**src/rtl/display_scanner.sv**
```systemverilog
// Multiplexed seven-segment scan controller with MSD-first ripple-blank chaining.
// Optional feature: define SCAN_DIMMING_EN to add the brightness[3:0] PWM input.
module display_scanner #(
   parameter int DIGITS = 4,
   parameter int DWELL  = 12000,
   parameter int GUARD  = 2
) (
   input  logic                  clk,
   input  logic                  reset_n,
   input  logic [4*DIGITS-1:0]   value,
   input  logic                  load,
   input  logic                  lz_en,
`ifdef SCAN_DIMMING_EN
   input  logic [3:0]            brightness,
`endif
   output logic [3:0]            nibble,
   output logic                  rbi,
   input  logic                  rbo,
   output logic [DIGITS-1:0]     digit_en,
   output logic                  frame_tick
);

   localparam int CW  = $clog2(DWELL);
   localparam int IW  = $clog2(DIGITS);
   localparam int LW  = CW + 1;
   localparam int SUB = DWELL / 16;
   localparam logic [CW-1:0] CNT_LAST = CW'(DWELL - 1);
   localparam logic [CW-1:0] GUARD_C  = CW'(GUARD);
   localparam logic [IW-1:0] IDX_TOP  = IW'(DIGITS - 1);

   logic [4*DIGITS-1:0] shadow_q, shadow_d, display_q, display_d;
   logic [CW-1:0]       cnt_q, cnt_d;
   logic [IW-1:0]       idx_q, idx_d;
   logic                rb_chain_q, rb_chain_d;
   logic                lz_latched_q, lz_latched_d;
   logic [3:0]          nibble_q, nibble_d;
   logic                rbi_q, rbi_d;
   logic [DIGITS-1:0]   digit_en_q, digit_en_d;
   logic                frame_tick_q, frame_tick_d;
   logic                frame_start, slot_last, on_phase;
`ifdef SCAN_DIMMING_EN
   logic [3:0]          bright_q, bright_d;
   logic [LW-1:0]       on_lim;
`endif

   // Output registers trail the counter by one cycle, so frame_tick lands on the
   // first cycle after the counter sits at frame start.
   always_comb begin
      frame_start  = (idx_q == IDX_TOP) && (cnt_q == '0);
      slot_last    = (cnt_q == CNT_LAST);
      shadow_d     = load ? value : shadow_q;
      cnt_d        = slot_last ? '0 : cnt_q + CW'(1);
      idx_d        = idx_q;
      if (slot_last)
         idx_d = (idx_q == '0) ? IDX_TOP : idx_q - IW'(1);
      display_d    = frame_start ? shadow_q : display_q;
      lz_latched_d = frame_start ? lz_en : lz_latched_q;
      rb_chain_d   = rb_chain_q;
      if (frame_start)
         rb_chain_d = lz_en;
      else if (slot_last)
         rb_chain_d = rbo & lz_latched_q;
      nibble_d     = nibble_q;
      rbi_d        = rbi_q;
      if (cnt_q == '0) begin
         nibble_d = display_d[4*idx_q +: 4];
         rbi_d    = (idx_q == '0) ? 1'b0 : rb_chain_d;
      end
`ifdef SCAN_DIMMING_EN
      bright_d     = frame_start ? brightness : bright_q;
      on_lim       = LW'((int'(bright_d) + 1) * SUB);
      on_phase     = ({1'b0, cnt_q} < on_lim);
`else
      on_phase     = 1'b1;
`endif
      digit_en_d   = '0;
      if ((cnt_q >= GUARD_C) && on_phase)
         digit_en_d[idx_q] = 1'b1;
      frame_tick_d = frame_start;
   end

   always_ff @(posedge clk) begin
      if (!reset_n) begin
         shadow_q     <= '0;
         display_q    <= '0;
         cnt_q        <= '0;
         idx_q        <= IDX_TOP;
         rb_chain_q   <= 1'b0;
         lz_latched_q <= 1'b0;
         nibble_q     <= '0;
         rbi_q        <= 1'b0;
         digit_en_q   <= '0;
         frame_tick_q <= 1'b0;
`ifdef SCAN_DIMMING_EN
         bright_q     <= '0;
`endif
      end else begin
         shadow_q     <= shadow_d;
         display_q    <= display_d;
         cnt_q        <= cnt_d;
         idx_q        <= idx_d;
         rb_chain_q   <= rb_chain_d;
         lz_latched_q <= lz_latched_d;
         nibble_q     <= nibble_d;
         rbi_q        <= rbi_d;
         digit_en_q   <= digit_en_d;
         frame_tick_q <= frame_tick_d;
`ifdef SCAN_DIMMING_EN
         bright_q     <= bright_d;
`endif
      end
   end

   assign nibble     = nibble_q;
   assign rbi        = rbi_q;
   assign digit_en   = digit_en_q;
   assign frame_tick = frame_tick_q;

endmodule

```
**config.mk**
```make
export PLATFORM = sky130hd
export DESIGN_NAME = display_scanner
export DESIGN_NICKNAME = d
export VERILOG_FILES = /design/src/rtl/display_scanner.sv
export SDC_FILE = /design/constraint.sdc
export NUM_CORES = 1
export LEC_CHECK = 0
export ABC_AREA = 1
export ABC_CLOCK_PERIOD_IN_PS = 2110
export CAP_MARGIN = 10
export CORE_MARGIN = 4
export CORE_UTILIZATION = 35
export DETAILED_ROUTE_END_ITERATION = 10
export SLEW_MARGIN = 10
export SYNTH_ARGS = -nofsm -noshare
export SYNTH_HDL_FRONTEND = slang
export SYNTH_SLANG_ARGS = --single-unit
export TNS_END_PERCENT = 30
```
**constraint.sdc**
```tcl
create_clock -name clk -period 2.11 [get_ports clk]
set_clock_uncertainty 0.2 [all_clocks]
set_input_delay 0.3165 -clock clk [delete_from_list [all_inputs] [get_ports clk]]
set_output_delay 0.3165 -clock clk [all_outputs]
set_load 0.02 [all_outputs]
```
==> impl_metrics.json, run 1 <==
{
  "htreeDepth": 3,
  "grtUsageMet1_pct": 20.3,
  "ant_nets": 0,
  "netlist-cell-type-count": 25,
  "final_layout_size_suffix_gt1_share_pct": 10.3,
  "ioPinCount": 31,
  "antenna_found_initial": 0,
  "setup_tns_ns": 0,
  "crit_family": "simple AND/OR/NAND/NOR gates",
  "endpoint_kind": "flip-flop",
  "peakVddDrop_uv": 340,
  "dpl.hpwl_um": 4130,
  "worstSkewPairLatency_ns": 0.33,
  "relSlewSlack_pct": 71.2,
  "start_util_pct": 36.8,
  "met3_usage_pct": 3.22,
  "via_per_inst": 4.69,
  "ctsResizeCount": 0,
  "crit_fanout": 12,
  "syn_to_final_growth_pct": 25.9,
  "cp.required_ns": 2.15,
  "timing.hold.ws_ns": 0.249,
  "diodes": 0,
  "finalCritPeriodShare_pct": 89.0,
  "final_nets": 411,
  "synth_area_leader_cell": "dfxtp_1",
  "die_x_um": 93.4,
  "synth_fp_nets": 369,
  "critPathKind": "reg2reg",
  "crit_buf_inv": 3,
  "cts_buffers": 9,
  "synth_ff_type": "dfxtp_1",
  "ys_ff_latch": 60,
  "synth-edff-count": 0,
  "worst_pin_slew_ns": 0.431,
  "final_cell_mix": "nor2_1, dfxtp_1, nand2_1, nand3_1, clkdlybuf4s50_1",
  "grt_overflow": 0,
  "vias": 2267,
  "status": "completed",
  "drt-total-wl_um": 5690,
  "final_common_cell": "nor2_1",
  "routedWlPerCell_um": 11.8,
  "timing.fmax_ghz": 0.532,
  "path_cells": "inv_1 -> ha_1 -> nand2_1 -> nor2_4 -> nand3_2 -> buf_4 -> nand2_1 -> nand3_1 -> nand3_1 -> nand3_1 -> nand2_1 -> inv_1",
  "initialDrtViolationCount": 94,
  "finalSetupViolations": 0,
  "fin_crit_ns": 1.88,
  "fillers": 689,
  "grt_busiest_layer": "met1",
  "path_clk_slew_ns": 0.07,
  "grtUsageTotal_pct": 14.2,
  "yosysWarnings": 0,
  "grt_pass1_vias": 2112,
  "p_leak_nw": 1.35,
  "slew_viol_final": 0,
  "cts_tree": "yes",
  "synthCells": 341,
  "drc": 0,
  "synth_top_area_share_pct": 47.1,
  "finalHoldViolations": 0,
  "post_cts_buffers": 0,
  "numPortBuffers": 30,
  "dr.pass1.iters": 5,
  "postCtsHoldBufs": 0,
  "clock_path_buffers": 2,
  "yosys-top-cells-area": "dfxtp_1, nor2_1, nand3_1, nand2_1, a21oi_1",
  "dieArea_mm2": 0.00872,
  "core_area_mm2": 0.00694,
  "arrival_ns": 1.92,
  "hold_class": "reg2reg",
  "max-cap-violations": 0,
  "ys_seq_area_share_pct": 47.1,
  "clock-sinks": 60,
  "grt_use_met2_pct": 18.6,
  "powerDensity_mw_per_mm2": 825,
  "netlist_area_mm2": 0.00255,
  "rsz0062_at_grt": "false",
  "gp_congestion": 0.818,
  "max_stage_delay_ns": 0.33,
  "synthArstFlopShare_pct": 0,
  "cp-start-kind": "flip-flop",
  "cpMaxStageDelayCell": "dfxtp_1",
  "die_h_um": 93.4,
  "power_mw": 2.65,
  "syn_avg_cell_area_um2": 7.49,
  "grt_max_degree": 18,
  "grt_pass1_wl_um": 9740,
  "placementRows": 30,
  "cts_root_buf": "clkbuf_8"
}
## synth_stat cells, types with 2 or more instances
library cell and instances:
inv_1 29, buf_2 2, clkinv_1 2, nand2_1 46
a21oi_1 28, clkbuf_1 7, nand2_2 5, o21ai_0 24
ha_1 7, buf_4 2, nand4_1 15, dfxtp_1 60
nor2_1 63, xor2_1 2, nor2_2 2, buf_6 2
nand3_1 37
## worst register-to-register path, cell delays in order (launching register included)
cell and delay, ns:
dfxtp_1 0.33, inv_1 0.10, ha_1 0.15, nand2_1 0.08
nor2_4 0.12, nand3_2 0.15, buf_4 0.23, nand2_1 0.09
nand3_1 0.10, nand3_1 0.08, nand3_1 0.07, nand2_1 0.06
inv_1 0.03
## final cells by class
| cell class | instances | area, um^2 | area share [%] |
|---|---|---|---|
| Sequential cell | 60 | 1200 | 37.4 |
| Clock inverter | 5 | 77.6 | 2.41 |
| Inverter | 33 | 133 | 4.13 |
| Multi-Input combinational cell | 235 | 1150 | 35.7 |
| Timing Repair Buffer | 44 | 405 | 12.6 |
| Tap cell | 96 | 120 | 3.74 |
| Clock buffer | 10 | 128 | 3.97 |
## per-stage QoR
stage	std cells	area (um^2)	utilization [%]	worst slack, ns
global placement	468	3000	43.3	0.225
detailed placement	468	3000	43.3	0.216
floorplan	341	2550	-	0.422
finish	483	3210	46.3	0.231
CTS	483	3210	46.2	0.205
global route	483	3210	46.3	0.0225
## metal layers
layer	share of wire, %	routed length [um]	vias to the layer above
li1	-	-	1203
met1	51	2890	989
met2	40	2250	60
met3	6.3	358	15
met4	3.4	195	0
met5	0	0	-
## cell families after synthesis
family | synth area share, %
flip-flops | 47.1
XOR/XNOR | 1.03
buffers and inverters | 7.94
AND/OR/NAND/NOR | 30.0
AO/OA/AOI/OAI | 10.5
adder cells (fa/ha/maj) | 3.43
## final timing paths
kind                       startpoint                      to  slack, ns  cells past startpoint
setup / recovery  cnt_q[0]$_SDFF_PP0_  nibble[3]$_SDFFE_PN0N_       0.23                     12
hold / removal    cnt_q[0]$_SDFF_PP0_     cnt_q[0]$_SDFF_PP0_       0.25                      1
setup reg to reg  cnt_q[0]$_SDFF_PP0_  nibble[3]$_SDFFE_PN0N_       0.23                     12
hold reg to reg   cnt_q[0]$_SDFF_PP0_     cnt_q[0]$_SDFF_PP0_       0.25                      1
## sequential cells by signal, summed over array words and instances (netlist names)
name	flops
lz_latched_q	1
digit_en	4
rb_chain_q	1
frame_tick	1
nibble	4
display_q	16
shadow_q	16
cnt_q	14
rbi	1
idx_q	2
## where the power goes
part           leakage [nW]  internal (mW)  switching (mW)  total, mW
clock network         0.102          0.654           0.441       1.10
registers             0.492           1.20          0.0300       1.23
logic                 0.752          0.145           0.185      0.330
(Power assumes the default switching activity.)
==> run 2: changes to the inputs <==
ABC_AREA = default   (was 1)
==> run 2 against run 1 <==
Compared with the run above: maximum frequency decreased by 9.0%; global-route usage shrank 0.74 points; synthesized cell count decreased by 17%; sequential share of layout area decreased by 4.4 points; sequential cell count unchanged; critical endpoint is now nibble[0]$_SDFFE_PN0N_; largest cell class is now multi-input combinational cells; largest power group unchanged.
==> impl_metrics.json, run 2 <==
{
  "status": "completed",
  "die_x_um": 95.7,
  "via_per_inst": 4.75,
  "diodes": 0,
  "timing.hold.ws_ns": 0.263,
  "grt_max_degree": 26,
  "final_common_cell": "dfxtp_1",
  "critPathKind": "reg2reg",
  "grt_overflow": 0,
  "synthArstFlopShare_pct": 0,
  "hold_path_end": "display_q[7]$_SDFF_PN0_",
  "setup_tns_ns": 0,
  "relSlewSlack_pct": 69.0,
  "cts_buffers": 9,
  "placed_area_mm2": 0.00324,
  "syn_to_final_growth_pct": 35.7,
  "r2r_cells": 8,
  "max_stage_delay_ns": 0.34,
  "synth-edff-count": 0,
  "ys_ff_latch": 60,
  "synth_fp_nets": 310,
  "final_cell_mix": "dfxtp_1, nand2_1, clkdlybuf4s50_1, buf_4, nor2b_1",
  "r2r_slack_ns": 0.05,
  "synthCells": 282,
  "gp_congestion": 0.769,
  "peakVddDrop_uv": 319,
  "hold_class": "reg2reg",
  "reg_top3": "display_q (16), shadow_q (16), cnt_q (14)",
  "cts_root_buf": "clkbuf_8",
  "synth_area_leader_cell": "dfxtp_1",
  "timing.fmax_ghz": 0.485,
  "dpl.hpwl_um": 4070,
  "power_mw": 2.78,
  "grtUsageTotal_pct": 13.4,
  "max-cap-violations": 0,
  "ys_seq_area_share_pct": 44.7,
  "cp-start-kind": "flip-flop",
  "antenna_found_initial": 0,
  "clock-sinks": 60,
  "arrival_ns": 2.12,
  "combPwrFrac_pct": 14.7,
  "powerDensity_mw_per_mm2": 761,
  "finalCritPeriodShare_pct": 97.8,
  "min-delay-start": "display_q[7]$_SDFF_PN0_",
  "worstSkewPairLatency_ns": 0.33,
  "synth_top_area_share_pct": 44.7,
  "placementRows": 31,
  "grt_pass1_wl_um": 9430,
  "stdcell_area_mm2": 0.00365,
  "syn_avg_cell_area_um2": 9.54,
  "yosys-top-cells-area": "dfxtp_1, mux2i_1, nor2b_1, nand2_1, a21boi_0",
  "fin_crit_ns": 2.06,
  "path_clk_slew_ns": 0.07,
  "dr.pass1.iters": 4,
  "start_util_pct": 36.5,
  "ioPinCount": 31,
  "cts_tree": "yes",
  "reg2reg_from": "cnt_q[1]$_SDFF_PP0_",
  "netlist_area_mm2": 0.00269,
  "switchingPower_uw": 670,
  "slew_viol_final": 0,
  "drc": 0,
  "clock_path_buffers": 2,
  "yosysMostFrequentCell": "dfxtp_1",
  "ant_nets": 0,
  "finalSetupViolations": 0,
  "finalHoldViolations": 0,
  "netlist-cell-type-count": 41,
  "drt-total-wl_um": 5780,
  "crit_fanout": 6,
  "synthTopCellsByCount": "dfxtp_1, nand2_1, mux2i_1, nor2b_1, nor2_1",
  "cpMaxStageDelayCell": "dfxtp_2",
  "r2r-end": "nibble[0]$_SDFFE_PN0N_",
  "final_layout_size_suffix_gt1_share_pct": 20.8,
  "final_nets": 369,
  "yosysWarnings": 0,
  "p_leak_nw": 1.44,
  "routedWlPerCell_um": 13.0,
  "htreeDepth": 3,
  "vias": 2112,
  "core_area_mm2": 0.00737,
  "pwr-share-seq_pct": 44.0,
  "endpoint_kind": "flip-flop",
  "path_cells": "inv_2 -> ha_4 -> nor4bb_4 -> nand4_1 -> buf_12 -> buf_6 -> mux2i_4 -> a311oi_2",
  "pwr-share-clk_pct": 41.3,
  "initialDrtViolationCount": 117,
  "rsz0062_at_grt": "true",
  "worst_pin_slew_ns": 0.461,
  "cp.required_ns": 2.16,
  "p_int_mw": 2.11,
  "postCtsHoldBufs": 0,
  "dieArea_mm2": 0.00915,
  "whs_path_depth": 2,
  "numPortBuffers": 30,
  "grt_pass1_vias": 1971,
  "synth_ff_type": "dfxtp_1",
  "die_h_um": 95.7,
  "switching_share_pct": 24.1
}
[run 2: cell count changes after synthesis, moves of 22 or more]
cell and change:
a21oi_1 -27, inv_1 -22, mux2i_1 +25, nand3_1 -25, nor2_1 -43, nor2b_1 +23
o21ai_0 -22
[run 2: routing by layer]
layer | vias to the layer above | GRT usage (%) | part of all wire, %
li1 | 1092 | - | -
met1 | 975 | 18.4 | 50
met2 | 36 | 19.3 | 44
met3 | 9 | 2.76 | 4.2
met4 | 0 | 7.82 | 1.5
met5 | - | 0 | 0
[run 2: power by group through the flow]
stage          sequential, mW  combinational, mW  clock [mW]
6_report                 1.22              0.408        1.15
5_1_grt                  1.23              0.443        1.23
4_1_cts                  1.22              0.328        1.18
3_5_place_dp             1.24              0.325           0
3_3_place_gp             1.24              0.322           0
2_1_floorplan            1.25              0.188           0
[run 2: critical path, delay by kind of cell (launching register included)]
family                     cells  cell delay (ns)
buffers and inverters          3             0.40
and+or+nand+nor                2             0.50
DFF                            1             0.34
AOI/OAI and AO/OA              1             0.25
adders and majority gates      1             0.13
muxes                          1             0.18
[run 2: cell families after synthesis]
group,count (synthesis),synth area share [%]
compound gates,32,9.26
mux,29,11.0
simple gates,120,24.3
xor+xnor,12,3.91
fa+ha+maj,7,3.26
flops,60,44.7
buf+inv,22,3.63
[run 2: how the worst max path moves through the flow]
| stage | from | to | slack [ns] | depth (start not counted) |
|---|---|---|---|---|
| finish | cnt_q[1]$_SDFF_PP0_ | nibble[0]$_SDFFE_PN0N_ | 0.05 | 8 |
| global route | cnt_q[1]$_SDFF_PP0_ | nibble[0]$_SDFFE_PN0N_ | -0.06 | 8 |
| CTS | cnt_q[1]$_SDFF_PP0_ | nibble[1]$_SDFFE_PN0N_ | 0.006 | 8 |
| detailed placement | idx_q[1]$_SDFFE_PN1N_ | nibble[1]$_SDFFE_PN0N_ | 0.03 | 7 |
| global placement | idx_q[1]$_SDFFE_PN1N_ | nibble[1]$_SDFFE_PN0N_ | 0.11 | 7 |
| floorplan | idx_q[1]$_SDFFE_PN1N_ | nibble[1]$_SDFFE_PN0N_ | 0.10 | 6 |
[run 2: cell type report]
type,instances,area (um^2)
multi-input combinational,200,1490
sequential,60,1200
timing repair buffer,63,582
clock buffer,10,138
fill,730,3720
clock inverter,6,87.6
inverter,7,26.3
tap,99,124
[run 2: what timing repair did]
action / 4_1_cts / 5_1_grt
resized for setup: 1 / 24
endpoints found under the setup margin: 1 / 5
setup buffers: 0 / 6
gates cloned: 0 / 1
pin swaps: 0 / 6
[run 2: through the flow]
stage	instances	setup WS (ns)	utilization (%)
3_5_place_dp	422	0.0253	43.9
5_1_grt	445	-0.0612	49.5
3_3_place_gp	422	0.105	43.9
6_report	445	0.0461	49.5
4_1_cts	438	0.00620	47.1
2_1_floorplan	282	0.104	-
==> run 3: changes to the inputs <==
DONT_BUFFER_PORTS = 1   (was default)
==> run 3 against run 2 <==
Compared with the run above: sequential cell count unchanged; sequential power about the same; clock power up 4%; setup slack worse by 0.010 ns; via count up 3.6%; count of clock-buffer cells in the layout up 1; combinational power up 1%; critical path type unchanged; largest cell class unchanged.
==> impl_metrics.json, run 3 (synthesis gave the netlist of run 2 again) <==
{
  "status": "completed",
  "die_x_um": 95.7,
  "vias": 2189,
  "cts_root_buf": "clkbuf_8",
  "worstSkewPairLatency_ns": 0.34,
  "drt-total-wl_um": 6500,
  "dieArea_mm2": 0.00915,
  "finalSetupViolations": 0,
  "via_per_inst": 4.90,
  "max-cap-violations": 0,
  "path_clk_slew_ns": 0.07,
  "final_cell_mix": "dfxtp_1, nand2_1, dlygate4sd3_1, buf_4, nor2b_1",
  "peakVddDrop_uv": 451,
  "dp_slack_ns": -0.00246,
  "syn_to_final_growth_pct": 38.5,
  "cts_buffers": 9,
  "die_h_um": 95.7,
  "arrival_ns": 2.09,
  "grt_overflow": 0,
  "placed_area_mm2": 0.00293,
  "grt_busiest_layer": "met2",
  "fin_ws_ns": 0.0361,
  "finalCritPeriodShare_pct": 98.3,
  "reg_top3": "display_q (16), shadow_q (16), cnt_q (14)",
  "dr.pass1.iters": 4,
  "antenna_found_initial": 0,
  "diodes": 0,
  "fillers": 675,
  "timing.fmax_ghz": 0.482,
  "htreeDepth": 3,
  "powerDensity_mw_per_mm2": 765,
  "start_util_pct": 36.5,
  "final_common_cell": "dfxtp_1",
  "hold_class": "in2reg",
  "slew_viol_final": 0,
  "dp_cells": 388,
  "timing.hold.ws_ns": 0.0176,
  "power_mw": 2.85,
  "stdcell_area_mm2": 0.00372,
  "cp.required_ns": 2.13,
  "grt_pass1_wl_um": 10200,
  "grt_max_degree": 43,
  "ant_nets": 0,
  "placementRows": 31,
  "stdcell_count": 447,
  "dpl.hpwl_um": 4000,
  "cts_tree": "yes",
  "gp_congestion": 0.777,
  "grt_pass1_vias": 2093,
  "drc": 0,
  "core_area_mm2": 0.00737,
  "numPortBuffers": 0,
  "p_leak_nw": 1.47,
  "clock-sinks": 60,
  "grtUsageMet1_pct": 19.4,
  "worst_pin_slew_ns": 0.334,
  "rsz0062_at_grt": "true",
  "finalHoldViolations": 0,
  "critPathKind": "reg2reg",
  "fin_crit_ns": 2.07,
  "final_nets": 371,
  "crit_fanout": 6,
  "relSlewSlack_pct": 77.5,
  "met3_usage_pct": 4.66,
  "endpoint_kind": "flip-flop",
  "final_layout_size_suffix_gt1_share_pct": 21.8,
  "ioPinCount": 31,
  "clock_path_buffers": 2,
  "cp-start-kind": "flip-flop",
  "routedWlPerCell_um": 14.5,
  "initialDrtViolationCount": 148,
  "grt_use_met2_pct": 22.0,
  "grtUsageTotal_pct": 14.8
}
run 3: per-layer routing:
layer / up-vias / wire [um]
met3: 12 / 329
met4: 0 / 122
met2: 40 / 3020
li1: 1104 / -
met1: 1033 / 3030
met5: - / 0
run 3: per-stage QoR:
stage / TNS, ns / utilization [%]
after floorplan: 0 / -
after global placement: 0 / 39.8
after CTS: 0 / 47.8
after global routing: -0.216 / 50.5
final: 0 / 50.5
after detailed placement: -0.00246 / 39.8
run 3: final cells by class:
class	count	area, um^2	share of cell area [%]
repair buffers	65	633	17.0
well taps	99	124	3.33
multi-input cells	200	1490	40.1
flip-flops and latches	60	1210	32.5
clock buffers	11	151	4.06
clock inverters	5	83.8	2.25
inverters	7	26.3	0.705
run 3: worst paths after layout:
path | from | cells after the start | slack [ns] | endpoint
min reg2reg | display_q[5]$_SDFF_PN0_ | 2 | 0.25 | display_q[5]$_SDFF_PN0_
max | cnt_q[0]$_SDFF_PP0_ | 8 | 0.04 | nibble[3]$_SDFFE_PN0N_
max reg2reg | cnt_q[0]$_SDFF_PP0_ | 8 | 0.04 | nibble[3]$_SDFFE_PN0N_
min | reset_n | 2 | 0.02 | idx_q[0]$_SDFFE_PN1N_
run 3: repair_timing:
action	in CTS	in global routing
endpoints found under the hold margin	42	0
setup endpoints to repair	1	17
resized for setup	1	32
cloned	0	1
hold buffers	34	0
pin swaps	0	4
setup buffers	0	8
run 3: critical path, stage by stage (launching register included):
cell and delay [ns]:
dfxtp_2 0.32, inv_2 0.05, ha_2 0.17, nor4bb_4 0.29, nand4_1 0.22, buf_12 0.22
buf_8 0.13, mux2i_2 0.24, a311oi_1 0.12
run 3: power breakdown:
group	internal, mW	total (mW)	switching, mW	leakage, nW
clock	0.731	1.20	0.468	0.112
combinational	0.242	0.413	0.171	0.866
sequential	1.19	1.24	0.0513	0.492
total	2.16	2.85	0.691	1.47
